[src/rtl/ram_dp_param.sv]
// Simple dual-port RAM with byte enables, self-clearing after reset, and a
// selectable read latency and same-address read-during-write policy.
module ram_dp_param #(
  parameter int DATA_W   = 32,
  parameter int ADDR_W   = 4,
  parameter int RD_LAT   = 1,
  parameter int RDW_MODE = 0
) (
  input  logic                clk,
  input  logic                rst,
  input  logic                cs,
  input  logic                w_en,
  input  logic                r_en,
  input  logic [ADDR_W-1:0]   w_addr,
  input  logic [ADDR_W-1:0]   r_addr,
  input  logic [DATA_W-1:0]   w_data,
  input  logic [DATA_W/8-1:0] w_be,
  output logic [DATA_W-1:0]   r_data,
  output logic                r_valid,
  output logic                init_done
);
  localparam int DEPTH = 2 ** ADDR_W;
  localparam int NB    = DATA_W / 8;

  typedef enum logic {INIT, READY} state_t;

  state_t            state_reg, state_next;
  logic [ADDR_W-1:0] cnt_reg, cnt_next;

  logic [DATA_W-1:0] mem [DEPTH];

  logic              mem_we;
  logic [ADDR_W-1:0] mem_wa;
  logic [DATA_W-1:0] mem_wd;
  logic [NB-1:0]     mem_be;

  logic              rd_issue;
  logic              wr_hit;
  logic              v1_reg;
  logic [DATA_W-1:0] q_reg;
  logic [NB-1:0]     byp_be_reg;
  logic [DATA_W-1:0] byp_data_reg;
  logic [DATA_W-1:0] rd_word;

  always_ff @(posedge clk) begin
    if (rst) begin
      state_reg <= INIT;
      cnt_reg   <= '0;
    end else begin
      state_reg <= state_next;
      cnt_reg   <= cnt_next;
    end
  end

  always_comb begin
    state_next = state_reg;
    cnt_next   = cnt_reg;
    case (state_reg)
      INIT: begin
        cnt_next = cnt_reg + 1'b1;
        if (cnt_reg == ADDR_W'(DEPTH - 1))
          state_next = READY;
      end
      default: ;
    endcase
  end

  assign init_done = (state_reg == READY);

  // The clear sequence borrows the user write port while in INIT.
  always_comb begin
    mem_we = 1'b0;
    mem_wa = w_addr;
    mem_wd = w_data;
    mem_be = w_be;
    if (state_reg == INIT) begin
      mem_we = 1'b1;
      mem_wa = cnt_reg;
      mem_wd = '0;
      mem_be = '1;
    end else begin
      mem_we = cs & w_en;
    end
  end

  always_ff @(posedge clk) begin
    if (!rst && mem_we) begin
      for (int i = 0; i < NB; i++)
        if (mem_be[i])
          mem[mem_wa][i*8 +: 8] <= mem_wd[i*8 +: 8];
    end
  end

  assign rd_issue = (state_reg == READY) & cs & r_en;
  assign wr_hit   = (RDW_MODE != 0) && cs && w_en && (w_addr == r_addr);

  // The array read stays read-first; write-first is built by merging the
  // captured write lanes after the registered read.
  always_ff @(posedge clk) begin
    if (rst) begin
      v1_reg       <= 1'b0;
      q_reg        <= '0;
      byp_be_reg   <= '0;
      byp_data_reg <= '0;
    end else begin
      v1_reg <= rd_issue;
      if (rd_issue) begin
        q_reg        <= mem[r_addr];
        byp_be_reg   <= wr_hit ? w_be : '0;
        byp_data_reg <= w_data;
      end
    end
  end

  for (genvar gi = 0; gi < NB; gi++) begin : g_merge
    assign rd_word[gi*8 +: 8] = byp_be_reg[gi] ? byp_data_reg[gi*8 +: 8]
                                                : q_reg[gi*8 +: 8];
  end

  if (RD_LAT == 2) begin : g_lat2
    logic              v2_reg;
    logic [DATA_W-1:0] r2_reg;
    always_ff @(posedge clk) begin
      if (rst) begin
        v2_reg <= 1'b0;
        r2_reg <= '0;
      end else begin
        v2_reg <= v1_reg;
        if (v1_reg)
          r2_reg <= rd_word;
      end
    end
    assign r_data  = r2_reg;
    assign r_valid = v2_reg;
  end else begin : g_lat1
    assign r_data  = rd_word;
    assign r_valid = v1_reg;
  end
endmodule

[config.mk]
export PLATFORM = sky130hd
export DESIGN_NAME = ram_dp_param
export DESIGN_NICKNAME = d
export VERILOG_FILES = /design/src/rtl/ram_dp_param.sv
export SDC_FILE = /design/constraint.sdc
export NUM_CORES = 1
export LEC_CHECK = 0
export CAP_MARGIN = 20
export CORE_UTILIZATION = 35
export DETAILED_ROUTE_END_ITERATION = 16
export SETUP_SLACK_MARGIN = 0.1
export SYNTH_ARGS = -nofsm -noshare
export SYNTH_HDL_FRONTEND = slang
export SYNTH_SLANG_ARGS = --single-unit
[constraint.sdc]
create_clock -name clk -period 2.4 [get_ports clk]
set_clock_uncertainty 0.15 [all_clocks]
set_input_delay 0.36 -clock clk [delete_from_list [all_inputs] [get_ports clk]]
set_output_delay 0.36 -clock clk [all_outputs]
set_load 0.05 [all_outputs]
* Word level (Yosys, flattened, before mapping)
Memory sizes are Yosys's and may differ from the RTL's. A register that Yosys moved wholly into a read port is not among the register bits. Index checks and enable logic that the tools add are counted.
Storage, ports and cells: register bits after elaboration 6, memory bits (writable) 512, input port bits 49, output and inout port bits 34, logic and storage cells 29, memories kept 1
Memory list:
- mem | words 16, width 32, rd ports 1, clocked after memory_dff 1, wr ports 1, RTL line 30 | logic [DATA_W-1:0] mem [DEPTH];
Operators by class: add/subtract/negate cells 1, eq/ne operators 1, muxes and demuxes 18, bitwise operators 3, reductions and logical operators 2
Operators with widths (count):
- two-way mux 32 bit | 1
- two-way mux 1 bit | 15
- two-way mux 4 bit | 2
- adder 4 x 1 -> 4 bit, second input constant | 1
- == test 4 bit, second input constant | 1
- bitwise AND 1 bit | 3
- logical AND 1 bit | 1
- logical NOT 1 bit | 1

* Logic depth before layout (Yosys ltp)
Gate-level depths: netlist of the first run.
depth in word-level cells 5, gate-level depth with buffers 8, depth with buffers taken out 4

* Worst setup path after synthesis of the first run
No wires, ideal clock.
path kind flip-flop to flip-flop, start reg state_reg, in the netlist init_done, end mem mem[13][0] (enable), setup time 0.370 ns, arrival time 1.881 ns, setup slack -0.002 ns, stages on the path, launching flop included 7, cell sequence dfxtp_1 > buf_4 > buf_2 > nand2_1 > o32ai_1 > nand2_1 > nor2_1
Between the ends: cells in the longest elaborated chain, start to end 4, elaborated cells between the ends (all ways) 7
Ends and longest elaborated chain:
- start, declared | RTL line 27 | state_t state_reg, state_next;
- start signal, assigned | RTL line 50 | state_reg <= state_next;
- two-way mux 4 bit / two-way mux 1 bit (equally long branches) | RTL line 76 | if (state_reg == INIT) begin
- two-way mux 1 bit / logical AND 1 bit (equally long branches) | RTL line 89, 87
- two-way mux 1 bit | RTL line 87 | if (!rst && mem_we) begin
- two-way mux 1 bit (implied by the code) | RTL line 90 | mem[mem_wa][i*8 +: 8] <= mem_wd[i*8 +: 8];
- end, declared | RTL line 30
Parallel ways exist; a longest one is shown, timed or not.

* Worst setup path after layout of the first run
start reg state_reg, in the netlist init_done, end mem mem[5][13] (enable)
Same word-level chain as after synthesis.

==> metrics.txt, run 1 <==
Crit path top cell by count=nand2_1; layout cell share with drive strength beyond 1=22.51%; family with the most delay on the worst path=simple AND/OR/NAND/NOR gates; Cells after Synth=1,116; row count=90; met2 Usage GRT=25.51%; sequential-to-total area share from yosys stat=75.48%; fin crit period=2.354 ns; hpwl dp=33,340 um; critical path type=reg2reg; most used routing layer=met2; element type at the critical path start=flop; CP required=2.54 ns; peak fanout along the critical path=23; antenna violations before repair=3; DP Cell Count=2,044; first-pass GRT wire length=75,320 um; Layout Cells excl Fill=2,146; full die area=62,070 sq um; GPL Wtd Cong=0.8170; top post-synthesis cells by area=edfxtp_1 (72%), mux4_2 (8.1%), mux2i_1 (6.3%), dfxtp_1 (3.6%), a22oi_1 (1.8%); Chip Height=249.1 um; Max Cap Viol=0; vias in the first global route=11,300; pre-CTS setup slack=-0.1655 ns; largest stage delay on the critical path=0.53 ns; synth-to-layout area growth=20.53%; Hold/Removal Path Class=in2reg; cell area after synthesis=21,380 sq um; Critical-path top delay cell=dfxtp_4; DR vias=11,020; Avg Inst Size Synth=19.16 sq um; largest net degree at the start of global routing=37; GRT overflow=0; CP Data Arrival Time=2.50 ns; DR WL/cell=23.39 um; Peak VDD IR=0.4808 mV; Worst Tran Pin Value=0.6445 ns; setup violators final=0; Yosys top cell by area=edfxtp_1; period utilization=98.07%; Core Area=60,360 sq um; CTS buffer count=54; Fmax achieved=424.9 MHz; initial core utilization=35.42%; Die Wd=249.1 um; top cell type's share of synthesized area=71.92%; post-synth net total=1,166; grt met1 use=23.41%; normalized max-slew margin=57.04%; Largest register FFs=512; grt met3 use=2.759%; Final WS setup=0.04641 ns; Critical path buffers and inverters=1; postcts setup bufs=0; Crit. End Element=flop; Pleak=9.117 nW; clock tree sinks=550; Hold Violations, Final=0; Final nets=1,368; setup tns final=0 ns; post-route total power=19.91 mW; CP Cell Sequence=nand2_1, o2bb2ai_1, nand2_1, nor2_1, buf_4; Syn. warnings=0; H-tree depth=2; post-route ant nets=0; root buffer cell=clkbuf_16; Pwr Density=772.5 nW/um^2; RSZ-0062 raised after global routing=true; Vias per Instance=5.137; IO Count=83; post-synth cell types=34; Final Routed Wirelength=50,190 um; CTS tree=built; Port Buffers=82; Worst-path clk slew=0.06 ns; max-slew violations=0; Seq cells post-synth=550; DRT iter0 DRCs=1,030; Max Root-Sink Buffers=3; outcome=finished clean; # diodes=0; number of remaining DRC errors=0; Skew-Pair Late Insertion Delay=0.60 ns; Initial DRT Pass Iterations=6; GRT Total Usage=16.32%
final timing paths:
kind	start	to	slack (ns)	cells past startpoint
worst max-delay path	init_done	mem[5][13]	0.05	5
worst min-delay path	r_addr[3]	q_reg[16]	0.10	4
worst max register to register	init_done	mem[5][13]	0.05	5
worst min register to register	q_reg[24]	q_reg[24]	0.33	2
cell usage after synthesis:
library cell    n
a21o_1          4
a22oi_1        51
a31oi_1         2
a32oi_1        32
and2_1         34
and2b_1         1
and4b_1         1
buf_1           1
buf_12          3
buf_2          16
buf_4          15
buf_6           9
clkbuf_1       17
clkbuf_2        1
clkbuf_4        1
dfxtp_1        38
edfxtp_1      512
ha_1            1
inv_1           5
mux2i_1       135
mux4_2         77
nand2_1        20
nand2b_1       16
nand3_1         4
nand4b_1        1
nor2_1         71
nor2_2          1
nor2b_1         4
o21ai_0        32
o22ai_1         1
o2bb2ai_1       1
o32ai_1         6
xnor2_1         2
xor2_1          1
kinds of logic (layout without fill, tap and decap cells):
logic type,count (synthesis),after routing,synth area share [%]
flip-flops,550,550,75.48
multiplexers,212,212,14.43
AND/OR/NAND/NOR,153,153,3.424
AO/OA/AOI/OAI,129,129,4.366
buffers and inverters,68,316,2.119
XOR/XNOR,3,3,0.1229
adder cells (fa/ha/maj),1,1,0.05852
report_power, final:
group / internal, mW / leakage, nW / switching, mW
Combinational: 0.422 / 3.08 / 0.483
Clock: 5.03 / 0.884 / 3.49
Sequential: 10.4 / 5.15 / 0.0336
cell type report:
| type | count | area (sq um) |
|---|---|---|
| Multi-Input combinational cell | 498 | 4850 |
| Inverter | 5 | 18.77 |
| Clock buffer | 69 | 1491 |
| Tap cell | 782 | 978.4 |
| Sequential cell | 550 | 16140 |
| Clock inverter | 33 | 310.3 |
| Fill cell | 5256 | 34590 |
| Timing Repair Buffer | 209 | 1978 |
placed cells by master, fill, tap and decap left out, types with 2 or more instances in the layout:
master and count:
clkinvlp_4 3, bufinv_16 6, a21o_1 4, xnor2_1 2, edfxtp_1 512, nand2b_1 16, mux4_2 77, nor2b_2 3
clkbuf_16 57, nand3_1 4, o21ai_0 32, nand2_1 18, a22oi_1 51, inv_1 5, clkbuf_8 2, dlymetal6s2s_1 2
nor2_2 8, and2_1 34, nor2_1 64, buf_12 19, o32ai_1 4, buf_4 111, nand2_2 2, clkinv_2 14
dfxtp_1 37, clkinv_1 10, a32oi_1 32, dlygate4sd2_1 29, clkdlybuf4s50_1 47, clkbuf_1 10, o32ai_2 2, mux2i_1 135
metal layers:
metal	vias up	part of all wire, %
met2	354	47
met5	-	0.046
met1	5683	46
met4	4	1.9
li1	4914	-
met3	69	5.6
worst min-delay path: cells and delay by family:
family	cells	cell delay [ns]
AOI/OAI and AO/OA	2	0.16
buffers and inverters	1	0.18
and+or+nand+nor	1	0.10
repair_timing:
item | 4_1_cts | 5_1_grt
setup endpoints to repair | 62 | 234
hold buffers | 0 | 0
cloned | 0 | 0
resized for setup | 31 | 5
endpoints found under the hold margin | 0 | 0
metrics by stage:
step	area (sq um)	hold slack (ns)	util [%]
2_1_floorplan	21400	0.3793	-
3_3_place_gp	23970	0.3117	39.72
3_5_place_dp	23970	0.3183	39.72
4_1_cts	25740	0.06565	42.65
5_1_grt	25770	0.1170	42.69
6_report	25770	0.1036	42.69
No activity file was read; power rests on OpenSTA's default activity.
==> run 2: changes to the inputs <==
--- a/config.mk
+++ b/config.mk
@@ -8,6 +8,7 @@
 export CAP_MARGIN = 20
 export CORE_UTILIZATION = 35
 export DETAILED_ROUTE_END_ITERATION = 16
+export PLACE_DENSITY = 0.49
 export SETUP_SLACK_MARGIN = 0.1
 export SYNTH_ARGS = -nofsm -noshare
 export SYNTH_HDL_FRONTEND = slang
==> run 2 against run 1 <==
  * Die area unchanged
  * First-iteration DRC count fell by 25%
  * Global-route usage is 0.42 points higher
  * Cell area rose by 0.45%
  * Non-clock buffer count rose by 7
  * Combinational power rose by 5.5%
  * Critical endpoint is now mem[6][29]
==> metrics.txt, run 2 (synthesized netlist as in run 1, its figures left out) <==
outcome=finished clean (unchanged); Net Switching=4.084 mW (was 4.010 mW); r2r worst-path depth=5 (unchanged); reg-to-reg startpoint=cnt_reg[1] (was init_done); Hold Violations, Final=0 (unchanged); DRT iter0 DRCs=774 (was 1,030); CP required=2.57 ns (was 2.54 ns); Fmax achieved=435.1 MHz (was 424.9 MHz); CTS buffer count=58 (was 54); Chip Height=249.1 um (unchanged); Comb pwr share=4.8% (was 4.5%); Largest register FFs=512 (unchanged); pre-CTS setup slack=-0.2310 ns (was -0.1655 ns); Vias per Instance=5.084 (was 5.137); DR WL/cell=23.78 um (was 23.39 um); DR vias=10,990 (was 11,020); post-route ant nets=0 (unchanged); post-route cell area=25,880 sq um (was 25,770 sq um); # diodes=0 (unchanged); postcts setup bufs=0 (unchanged); initial core utilization=35.42% (unchanged); vias in the first global route=11,510 (was 11,300); Pleak=9.150 nW (was 9.117 nW); Hold Crit Depth=3 (was 4); row count=90 (unchanged); most frequent cells in the layout=edfxtp_1 (512), mux2i_1 (135), buf_4 (115) (was edfxtp_1 (512), mux2i_1 (135), buf_4 (111)); Hold Crit Start=r_addr[1] (was r_addr[3]); Port Buffers=82 (unchanged); layout cell share with drive strength beyond 1=22.92% (was 22.51%); Final Routed Wirelength=51,390 um (was 50,190 um); largest net degree at the start of global routing=33 (was 37); Switching Fraction=20.42% (was 20.15%); IO Count=83 (unchanged); hpwl dp=33,270 um (was 33,340 um); synth-to-layout area growth=21.06% (was 20.53%); Worst Tran Pin Value=0.6778 ns (was 0.6445 ns); Skew-Pair Late Insertion Delay=0.60 ns (about the same); Crit. End Element=flop (unchanged); WL met2=24,580 um (was 23,500 um); CTS tree=built (unchanged); normalized max-slew margin=54.82% (was 57.04%); internal power=15.92 mW (was 15.90 mW); GRT overflow=0 (unchanged); most common cell after layout, fill and taps aside=edfxtp_1 (unchanged); GRT Total Usage=16.74% (was 16.32%); fin crit period=2.298 ns (was 2.354 ns); RSZ-0062 raised after global routing=true (unchanged); Core Area=60,360 sq um (unchanged); Clk pwr share=42.8% (about the same); Worst-path clk slew=0.06 ns (about the same); element type at the critical path start=flop (unchanged); met3 wire length=1902 um (was 2790 um); Die Wd=249.1 um (unchanged); Hold/Removal Path Class=in2reg (unchanged); GPL Wtd Cong=0.7544 (was 0.8170); Util after Layout=42.88% (was 42.69%); critical path type=reg2reg (unchanged); antenna violations before repair=2 (was 3); Max Cap Viol=0 (unchanged); H-tree depth=2 (unchanged); worst hold margin=0.1408 ns (was 0.1036 ns); setup violators final=0 (unchanged); clock tree sinks=550 (unchanged); Reg2Reg Capture Point=mem[6][29] (was mem[5][13]); setup tns final=0 ns (unchanged); max-slew violations=0 (unchanged); peak fanout along the critical path=8 (was 23); r2r setup slk=0.10 ns (was 0.05 ns); CP Data Arrival Time=2.46 ns (was 2.50 ns); register share of total power=52.4% (was 52.7%); root buffer cell=clkbuf_16 (unchanged); period utilization=95.76% (was 98.07%); Initial DRT Pass Iterations=5 (was 6); first-pass GRT wire length=76,400 um (was 75,320 um); Final WS setup=0.1018 ns (was 0.04641 ns); Max Root-Sink Buffers=3 (unchanged); number of remaining DRC errors=0 (unchanged); DP Area=24,060 sq um (was 23,970 sq um); Peak VDD IR=0.5485 mV (was 0.4808 mV); Pwr Density=772.7 nW/um^2 (was 772.5 nW/um^2); Met1 Wirelength=23,350 um (was 22,950 um); WHS Endpoint=q_reg[19] (was q_reg[16]); full die area=62,070 sq um (unchanged); Final nets=1,379 (was 1,368); Top Metal Used=met4 (was met5)
## run 2: cell count changes in the layout (fill, tap and decap cells not counted), sizes merged
cell and change:
clkbuf +19, buf +7, clkinv -5, bufinv -4, dlygate4sd2 +3, clkinvlp -2
dlymetal6s2s -2, clkdlybuf4s50 -1
## run 2: routing by layer
metal	track usage [%]	vias up
met5	0	-
met4	6.067	0
met3	2.382	99
met2	27.12	250
met1	23.01	5696
li1	-	4942
## run 2: cell type report
class	instances	area, sq um
repair buffers	216	2059
inverters	5	18.77
flip-flops and latches	550	16140
well taps	782	978.4
fillers	5400	34480
clock inverters	22	155.1
multi-input cells	498	4855
clock buffers	88	1678
## run 2: how the worst max path moves through the flow
stage | startpoint | end | slack (ns) | cells past startpoint
final | cnt_reg[1] | mem[6][29] | 0.10 | 5
after global routing | init_done | mem[4][30] | 0.02 | 4
after CTS | cnt_reg[0] | mem[13][4] | 0.10 | 5
after detailed placement | w_addr[0] | mem[14][1] | -0.23 | 6
after global placement | w_addr[0] | mem[14][29] | -0.19 | 6
after floorplan | init_done | mem[13][0] | -0.002 | 6
## run 2: worst max-delay path, cell delays in order (launching register included)
cell and delay [ns]:
dfxtp_1 0.43, inv_1 0.08, o32ai_1 0.52, nand2_1 0.38, nor2_1 0.28, buf_12 0.16
## run 2: stage by stage
| step | total power [mW] | std cells |
|---|---|---|
| floorplan | 11.23 | 1116 |
| global placement | 11.64 | 2051 |
| detailed placement | 11.65 | 2051 |
| CTS | 20.23 | 2161 |
| global route | 20.65 | 2161 |
| finish | 20.00 | 2161 |
## run 2: what timing repair did
item	4_1_cts	5_1_grt
setup endpoints to repair	32	262
hold buffers	0	0
resized for setup	32	6
## run 2: power by group through the flow
stage / registers [mW] / logic [mW] / clock network [mW]
finish: 10.5 / 0.955 / 8.56
global placement: 10.7 / 0.963 / 0
global route: 10.5 / 1.02 / 9.14
detailed placement: 10.7 / 0.970 / 0
floorplan: 10.7 / 0.561 / 0
CTS: 10.5 / 0.973 / 8.78
